<file path="src/rtl/light_seq_ctrl.sv">
// Phase sequencer for one traffic-light approach: pulses the countdown timer load,
// drives the lamps, and handles pedestrian green cut-short and night-mode flashing.
module light_seq_ctrl #(
    parameter int unsigned ONE_SECOND = 1,
    parameter int unsigned GREEN_TIME = 15,
    parameter int unsigned MIN_GREEN  = 5
) (
    input  logic        clk,
    input  logic        rst,
    input  logic        ped_req,
    input  logic        night_mode,
    input  logic [31:0] timer,
    output logic        load,
    output logic [1:0]  cur_state,
    output logic        lamp_g,
    output logic        lamp_y,
    output logic        lamp_r,
    output logic        ped_walk,
    output logic        ped_pending
);
    localparam int unsigned TIMER_W = 32;
    // Remaining-ticks level at or below which a pending walk request may cut green
    localparam logic [TIMER_W-1:0] PED_THRESH = TIMER_W'((GREEN_TIME - MIN_GREEN) * ONE_SECOND);

    typedef enum logic [2:0] {
        G_LOAD, G_RUN, Y_LOAD, Y_RUN, R_LOAD, R_RUN, F_LOAD, F_RUN
    } state_t;

    state_t     state_q, state_d;
    logic       flash_q, flash_d;
    logic       walk_q, walk_d;
    logic       pend_d;
    logic       expired, in_gy, in_f_d;
    logic       load_d, lamp_g_d, lamp_y_d, lamp_r_d, ped_walk_d;
    logic [1:0] cur_state_d;

    // Next state, pedestrian/flash bookkeeping and decoded outputs
    always_comb begin
        state_d     = state_q;
        flash_d     = flash_q;
        walk_d      = walk_q;
        pend_d      = ped_pending;
        expired     = (timer == '0);
        in_gy       = (state_q == G_LOAD) || (state_q == G_RUN) ||
                      (state_q == Y_LOAD) || (state_q == Y_RUN);
        in_f_d      = 1'b0;
        load_d      = 1'b0;
        cur_state_d = 2'b10;
        lamp_g_d    = 1'b0;
        lamp_y_d    = 1'b0;
        lamp_r_d    = 1'b0;
        ped_walk_d  = 1'b0;

        case (state_q)
            G_LOAD: state_d = G_RUN;
            G_RUN: begin
                if (expired) begin
                    if (night_mode) state_d = F_LOAD;
                    else            state_d = Y_LOAD;
                end else if (ped_pending && (timer <= PED_THRESH)) begin
                    state_d = Y_LOAD;
                end
            end
            Y_LOAD: state_d = Y_RUN;
            Y_RUN: begin
                if (expired) begin
                    if (night_mode) state_d = F_LOAD;
                    else            state_d = R_LOAD;
                end
            end
            R_LOAD: state_d = R_RUN;
            R_RUN: begin
                if (expired) begin
                    if (night_mode) state_d = F_LOAD;
                    else            state_d = G_LOAD;
                end
            end
            F_LOAD: state_d = F_RUN;
            F_RUN: begin
                if (expired) begin
                    if (night_mode) state_d = F_LOAD;
                    else            state_d = R_LOAD;
                end
            end
            default: state_d = R_LOAD;
        endcase

        in_f_d = (state_d == F_LOAD) || (state_d == F_RUN);

        // Entering red clears the request (clear beats a same-cycle set); flash holds it at 0
        if (ped_req && in_gy) pend_d = 1'b1;
        if ((state_d == R_LOAD) || in_f_d) pend_d = 1'b0;

        if (state_d == R_LOAD) walk_d = (state_q == Y_RUN);

        if (state_d == F_LOAD) flash_d = (state_q == F_RUN) ? ~flash_q : 1'b1;

        load_d = (state_d == G_LOAD) || (state_d == Y_LOAD) ||
                 (state_d == R_LOAD) || (state_d == F_LOAD);

        case (state_d)
            G_LOAD, G_RUN: begin
                cur_state_d = 2'b00;
                lamp_g_d    = 1'b1;
            end
            Y_LOAD, Y_RUN: begin
                cur_state_d = 2'b01;
                lamp_y_d    = 1'b1;
            end
            R_LOAD, R_RUN: begin
                cur_state_d = 2'b10;
                lamp_r_d    = 1'b1;
                ped_walk_d  = walk_d;
            end
            default: begin
                cur_state_d = 2'b01;
                lamp_y_d    = flash_d;
            end
        endcase
    end

    // State and output registers
    always_ff @(posedge clk or posedge rst) begin
        if (rst) begin
            state_q     <= R_LOAD;
            flash_q     <= 1'b0;
            walk_q      <= 1'b0;
            ped_pending <= 1'b0;
            load        <= 1'b1;
            cur_state   <= 2'b10;
            lamp_g      <= 1'b0;
            lamp_y      <= 1'b0;
            lamp_r      <= 1'b1;
            ped_walk    <= 1'b0;
        end else begin
            state_q     <= state_d;
            flash_q     <= flash_d;
            walk_q      <= walk_d;
            ped_pending <= pend_d;
            load        <= load_d;
            cur_state   <= cur_state_d;
            lamp_g      <= lamp_g_d;
            lamp_y      <= lamp_y_d;
            lamp_r      <= lamp_r_d;
            ped_walk    <= ped_walk_d;
        end
    end

endmodule

</file>
<file path="config.mk">
export PLATFORM = sky130hd
export DESIGN_NAME = light_seq_ctrl
export DESIGN_NICKNAME = d
export VERILOG_FILES = /design/src/rtl/light_seq_ctrl.sv
export SDC_FILE = /design/constraint.sdc
export NUM_CORES = 1
export LEC_CHECK = 0
export CORE_MARGIN = 2
export CORE_UTILIZATION = 37
export CTS_CLUSTER_DIAMETER = 30
export DETAILED_ROUTE_END_ITERATION = 16
export GPL_TIMING_DRIVEN = 0
export PLACE_DENSITY = 0.82
export SLEW_MARGIN = 20
export SYNTH_ARGS = -nofsm -noshare
export SYNTH_HDL_FRONTEND = slang
export SYNTH_SLANG_ARGS = --single-unit
export TNS_END_PERCENT = 1
</file>
<file path="constraint.sdc">
create_clock -name clk -period 5.3 [get_ports clk]
set_clock_uncertainty 0.2 [all_clocks]
set_input_delay 1.06 -clock clk [delete_from_list [all_inputs] [get_ports clk]]
set_output_delay 1.06 -clock clk [all_outputs]
set_load 0.05 [all_outputs]
</file>
## Yosys cells after proc, flatten, opt, wreduce, memory -nomap -nowiden

Cells that the tools add are included.

- Register bits: 13
- Bits of input ports: 36
- Output and inout port bits: 8
- Logic and storage cells: 63

- Magnitude comparators: 1
- Equal/unequal tests: 14
- Multiplexer cells: 18
- Bitwise gates (word level): 1
- Reduce and logical (&&, ||, !) cells: 19

Operators by type and width:

| cell | number |
|---|---|
| 32-bit by 4-bit <= comparator with 1-bit output, second input constant | 1 |
| 32-bit zero test | 1 |
| 3-bit equality test, second input constant | 8 |
| 3-bit one-hot mux with 7 select lines | 1 |
| 3-bit two-way mux | 6 |
| 3-bit by 2-bit equality test with 1-bit output, second input constant | 4 |
| 1-bit logical OR | 8 |
| 1-bit two-way mux | 8 |
| 2-bit OR reduction | 4 |
| 3-bit by 1-bit equality test with 1-bit output, second input constant | 2 |
| 3-bit zero test | 2 |
| 2-bit one-hot mux with 2 select lines | 1 |
| 4-bit OR reduction | 1 |
| 1-bit logical AND | 2 |
| 2-bit two-way mux | 1 |
| 1-bit one-hot mux with 2 select lines | 1 |
| 2-bit nonzero test | 1 |
| 1-bit NOT | 1 |

## Depth between registers and ports, before layout

- Depth in word-level cells: 9
- Depth in mapped cells: 5
- Depth with buffers taken out: 5

## Least setup slack after synthesis

Ideal clock, no wire load.

- Path kind: input to register
- Start: input timer[7]
- End: register ped_walk
- Setup time: 0.119 ns
- Data arrival time: 2.410 ns
- Data required time: 4.981 ns
- Slack: 2.571 ns
- Stages on the path: 5
- Path buffers: 0
- Path through: nor4_4 o2111ai_1 a211oi_4 mux2_1 and2_1

- Longest elaborated chain between the ends: 8
- Elaborated cells between the ends (all ways): 13
- Those cells by class: order compare (1); eq/ne (2); mux (7); reduce/logical (3)

RTL lines:

| what | RTL line | text |
|---|---|---|
| from (decl) | 12 | `input logic [31:0] timer,` |
| 32-bit by 4-bit <= comparator with 1-bit output | 60 | `end else if (ped_pending && (timer <= PED_THRESH)) begin` |
| 1-bit logical AND | 60 |  |
| 3-bit two-way mux | 60 |  |
| 3-bit two-way mux | 57 | `if (expired) begin` |
| 3-bit one-hot mux with 7 select lines * | 54 | `case (state_q)` |
| 3-bit equality test, on equally long branches | 94, 101 |  |
| 1-bit two-way mux or 2-bit OR reduction (tied branches) | -- |  |
| 1-bit two-way mux * | 101 | `case (state_d)` |
| via ped_walk_d | 34 | `logic load_d, lamp_g_d, lamp_y_d, lamp_r_d, ped_walk_d;` |
| to (signal assigned) | 145 | `ped_walk <= ped_walk_d;` |
| to (decl) | 18 | `output logic ped_walk,` |

The timed path passes the listed nets; every way through them passes the cells marked *.
A chain may end at the register's enable or synchronous reset.

## Worst setup path in the final report

Same ends and word-level chain as after synthesis.

==> results by group <==
Status
  – Outcome: finished, final reports clean

Timing
  – Final hold vios: 0
  – Worst Tran Pin Value: 0.500 ns
  – Hold WS: 0.334 ns
  – Post-layout minimum cycle time: 3.04 ns
  – Slew Limit Headroom: 0.665
  – Final Cycle Share: 0.574
  – Max-slew violations: 0
  – Final setup margin: 2.26 ns
  – Max Clk Rate: 329 MHz
  – TNS Setup: 0 ns
  – RSZ-0062 raised after global routing: false
  – # setup viols final: 0

Power and ir drop
  – Worst vdd ir: 0.218 mV
  – Pwr/cell area: 166 nW/um^2
  – Post-layout power: 0.000195 W
  – Leakage dissipation: 0.448 nW

Synthesis
  – YS warnings: 0
  – Top post-synthesis cells by count: dfrtp_1, inv_1, nor2_1, nor4_1, dfstp_2
  – Post-synth EDFFs: 0
  – Syn nets: 96
  – Synth Instances: 60
  – Synth area leaders: dfrtp_1, dfstp_2, nor4_1, nor4_2, mux2_2
  – Post-synthesis sequential area ratio: 0.449
  – Synth Flop Type: dfrtp_1
  – Avg Inst Size Synth: 11.3 um^2
  – Distinct cells, synth: 34
  – Seq cells post-synth: 12
  – Yosys top cell by area: dfrtp_1
  – Mapped Area: 677 um^2
  – Share of flip-flops with an asynchronous set or reset: 1.00
  – Synth top area share: 0.333
  – Most common cell in the netlist: dfrtp_1

GRT
  – M1 GR Usage: 0.185
  – Largest net degree at the start of global routing: 13
  – GRT Overall Usage: 0.193
  – Grt ovf: 0
  – Vias in the first global route: 694
  – Routing usage on met2: 0.373
  – Gr busiest metal: met2
  – Initial antenna violation count: 0
  – First-pass GRT wire length: 2890 um
  – GR Util met3: 0.0808

Detailed routing
  – Via density: 4.98
  – Post-Route WL: 1800 um
  – Antenna violation net count after detailed routing: 0
  – WL per Instance: 13.6 um
  – Iter 0 DRT Violations: 6
  – DRC errors left: 0
  – Via count: 657
  – First-pass DRT Iterations: 4

Clocking
  – H-tree depth: 1
  – Cts hold-fix bufs: 0
  – CTS Buffer Depth: 2
  – CTS Sinks: 12
  – Setup repair bufs after CTS: 0
  – Worst skew pair latency: 0.27 ns
  – Cts repair resizes: 0
  – Clock slew at reported path FFs: 0.08 ns
  – Root buffer cell: clkbuf_4
  – CTS tree: built
  – CTS Buf Count: 3

Placed design
  – PortBufs: 43
  – Post-placement setup slack: 1.96 ns
  – Routability Congestion: 0.744
  – Final HPWL DP: 1520 um
  – Area after DPL: 1140 um^2

Final layout
  – N_diodes: 0
  – Area Growth Syn to Fin: 73.6%
  – Layout Nets: 144
  – Share of cells above drive strength 1: 0.187
  – Fill cell count: 154
  – Design area: 1170 um^2

Floorplan
  – Die Wd: 46.8 um
  – Io pins: 44
  – # rows: 15
  – Core Area: 1730 um^2
  – Die ar.: 2190 um^2
  – Starting Density: 0.392
  – Die H: 46.8 um

Worst setup path
  – Startpoint types: primary input
  – CP Data Arrival Time: 3.01 ns
  – Critical path class: in2reg
  – Worst Setup End Kind: flop
  – R2r worst-path depth: 5
  – Slowest-stage cell, CP: clkdlybuf4s50_1
  – Max incr delay on CP: 0.44 ns
  – Max FO, Critical Path: 5
  – CP cell instances: clkdlybuf4s50_1 > nor4_4 > nand2_1 > a211oi_4 > mux2_1 > and2_1
  – WP data required: 5.27 ns

Min path
  – Worst Hold Depth: 2
  – Hold Crit Class: reg2reg

Run
  – Max-Cap Viols: 0
sequential cells by signal, indices dropped and copies added (netlist names):
signal	flops
ped_pending	1
lamp_g	1
cur_state	2
ped_walk	1
walk_q	1
flash_q	1
state_q	3
load	1
lamp_y	1
stage by stage:
stage,util,cells
2_1_floorplan,-,60
3_3_place_gp,0.659,128
3_5_place_dp,0.659,128
4_1_cts,0.680,132
5_1_grt,0.680,132
6_report,0.680,132
path summary, 6_finish.rpt:
kind / slack (ns) / from / endpoint
worst max-delay path: 2.26 / timer[7] / ped_walk
worst min-delay path: 0.33 / state_q[2] / cur_state[1]
worst max register to register: 3.21 / state_q[0] / ped_walk
worst min register to register: 0.33 / state_q[2] / cur_state[1]
max in group asynchronous: 3.69 / rst / state_q[2]
min in group asynchronous: 0.88 / rst / walk_q
where the power goes:
| group | internal [W] | leakage (nW) | switching (W) | total (W) |
|---|---|---|---|---|
| Combinational | 0.0000244 | 0.275 | 0.00000913 | 0.0000336 |
| Sequential | 0.0000916 | 0.152 | 0.00000000000238 | 0.0000916 |
| Clock | 0.0000417 | 0.0210 | 0.0000284 | 0.0000701 |
worst max-delay path: cells and delay by family:
kind	cells	cell delay, ns
buffers and inverters	1	0.44
multiplexers	1	0.36
AO/OA/AOI/OAI	1	0.38
AND/OR/NAND/NOR	3	0.77
cell families after synthesis:
logic type             synth area share
buffers and inverters            0.0333
multiplexers                     0.0795
AO/OA/AOI/OAI                     0.157
flip-flops                        0.449
AND/OR/NAND/NOR                   0.281
layout make-up:
cell class / instances / area [um^2] / share of cell area
Buffer: 1 / 7.51 / 0.00639
Clock buffer: 4 / 36.3 / 0.0309
Inverter: 4 / 15.0 / 0.0128
Tap cell: 25 / 31.3 / 0.0266
Timing Repair Buffer: 43 / 430 / 0.366
Sequential cell: 12 / 304 / 0.259
Multi-Input combinational cell: 43 / 350 / 0.298
placed cells by master (no fill, tap or decap):
cell type,synthesis,routed
a211oi_4,1,1
a21boi_1,1,1
a21oi_1,2,2
a22o_1,1,1
and2_1,1,1
and3_1,1,1
buf_4,1,1
clkbuf_4,0,3
clkbuf_8,0,1
clkdlybuf4s50_1,0,43
dfrtp_1,9,9
dfstp_2,3,3
inv_1,4,4
mux2_1,1,1
mux2_2,2,2
mux2i_1,2,2
nand2_1,2,2
nand2b_1,2,2
nand3_1,2,2
nand4_1,1,1
nand4_2,1,1
nor2_1,4,4
nor3_1,1,1
nor3_2,1,1
nor4_1,4,4
nor4_2,2,2
nor4_4,1,1
nor4b_2,1,1
o2111ai_1,1,1
o211ai_1,1,1
o21ai_0,1,1
o21ai_2,1,1
o21bai_1,1,1
o22ai_1,1,1
o41ai_2,1,1
or2_2,1,1
or3_1,1,1
layer usage:
metal	vias up	share of wire	wire, um
li1	319	-	-
met1	311	0.35	626
met2	25	0.58	1050
met3	2	0.061	110
met4	0	0.0067	12
met5	-	0	0
No activity file was read; power rests on OpenSTA's default activity.
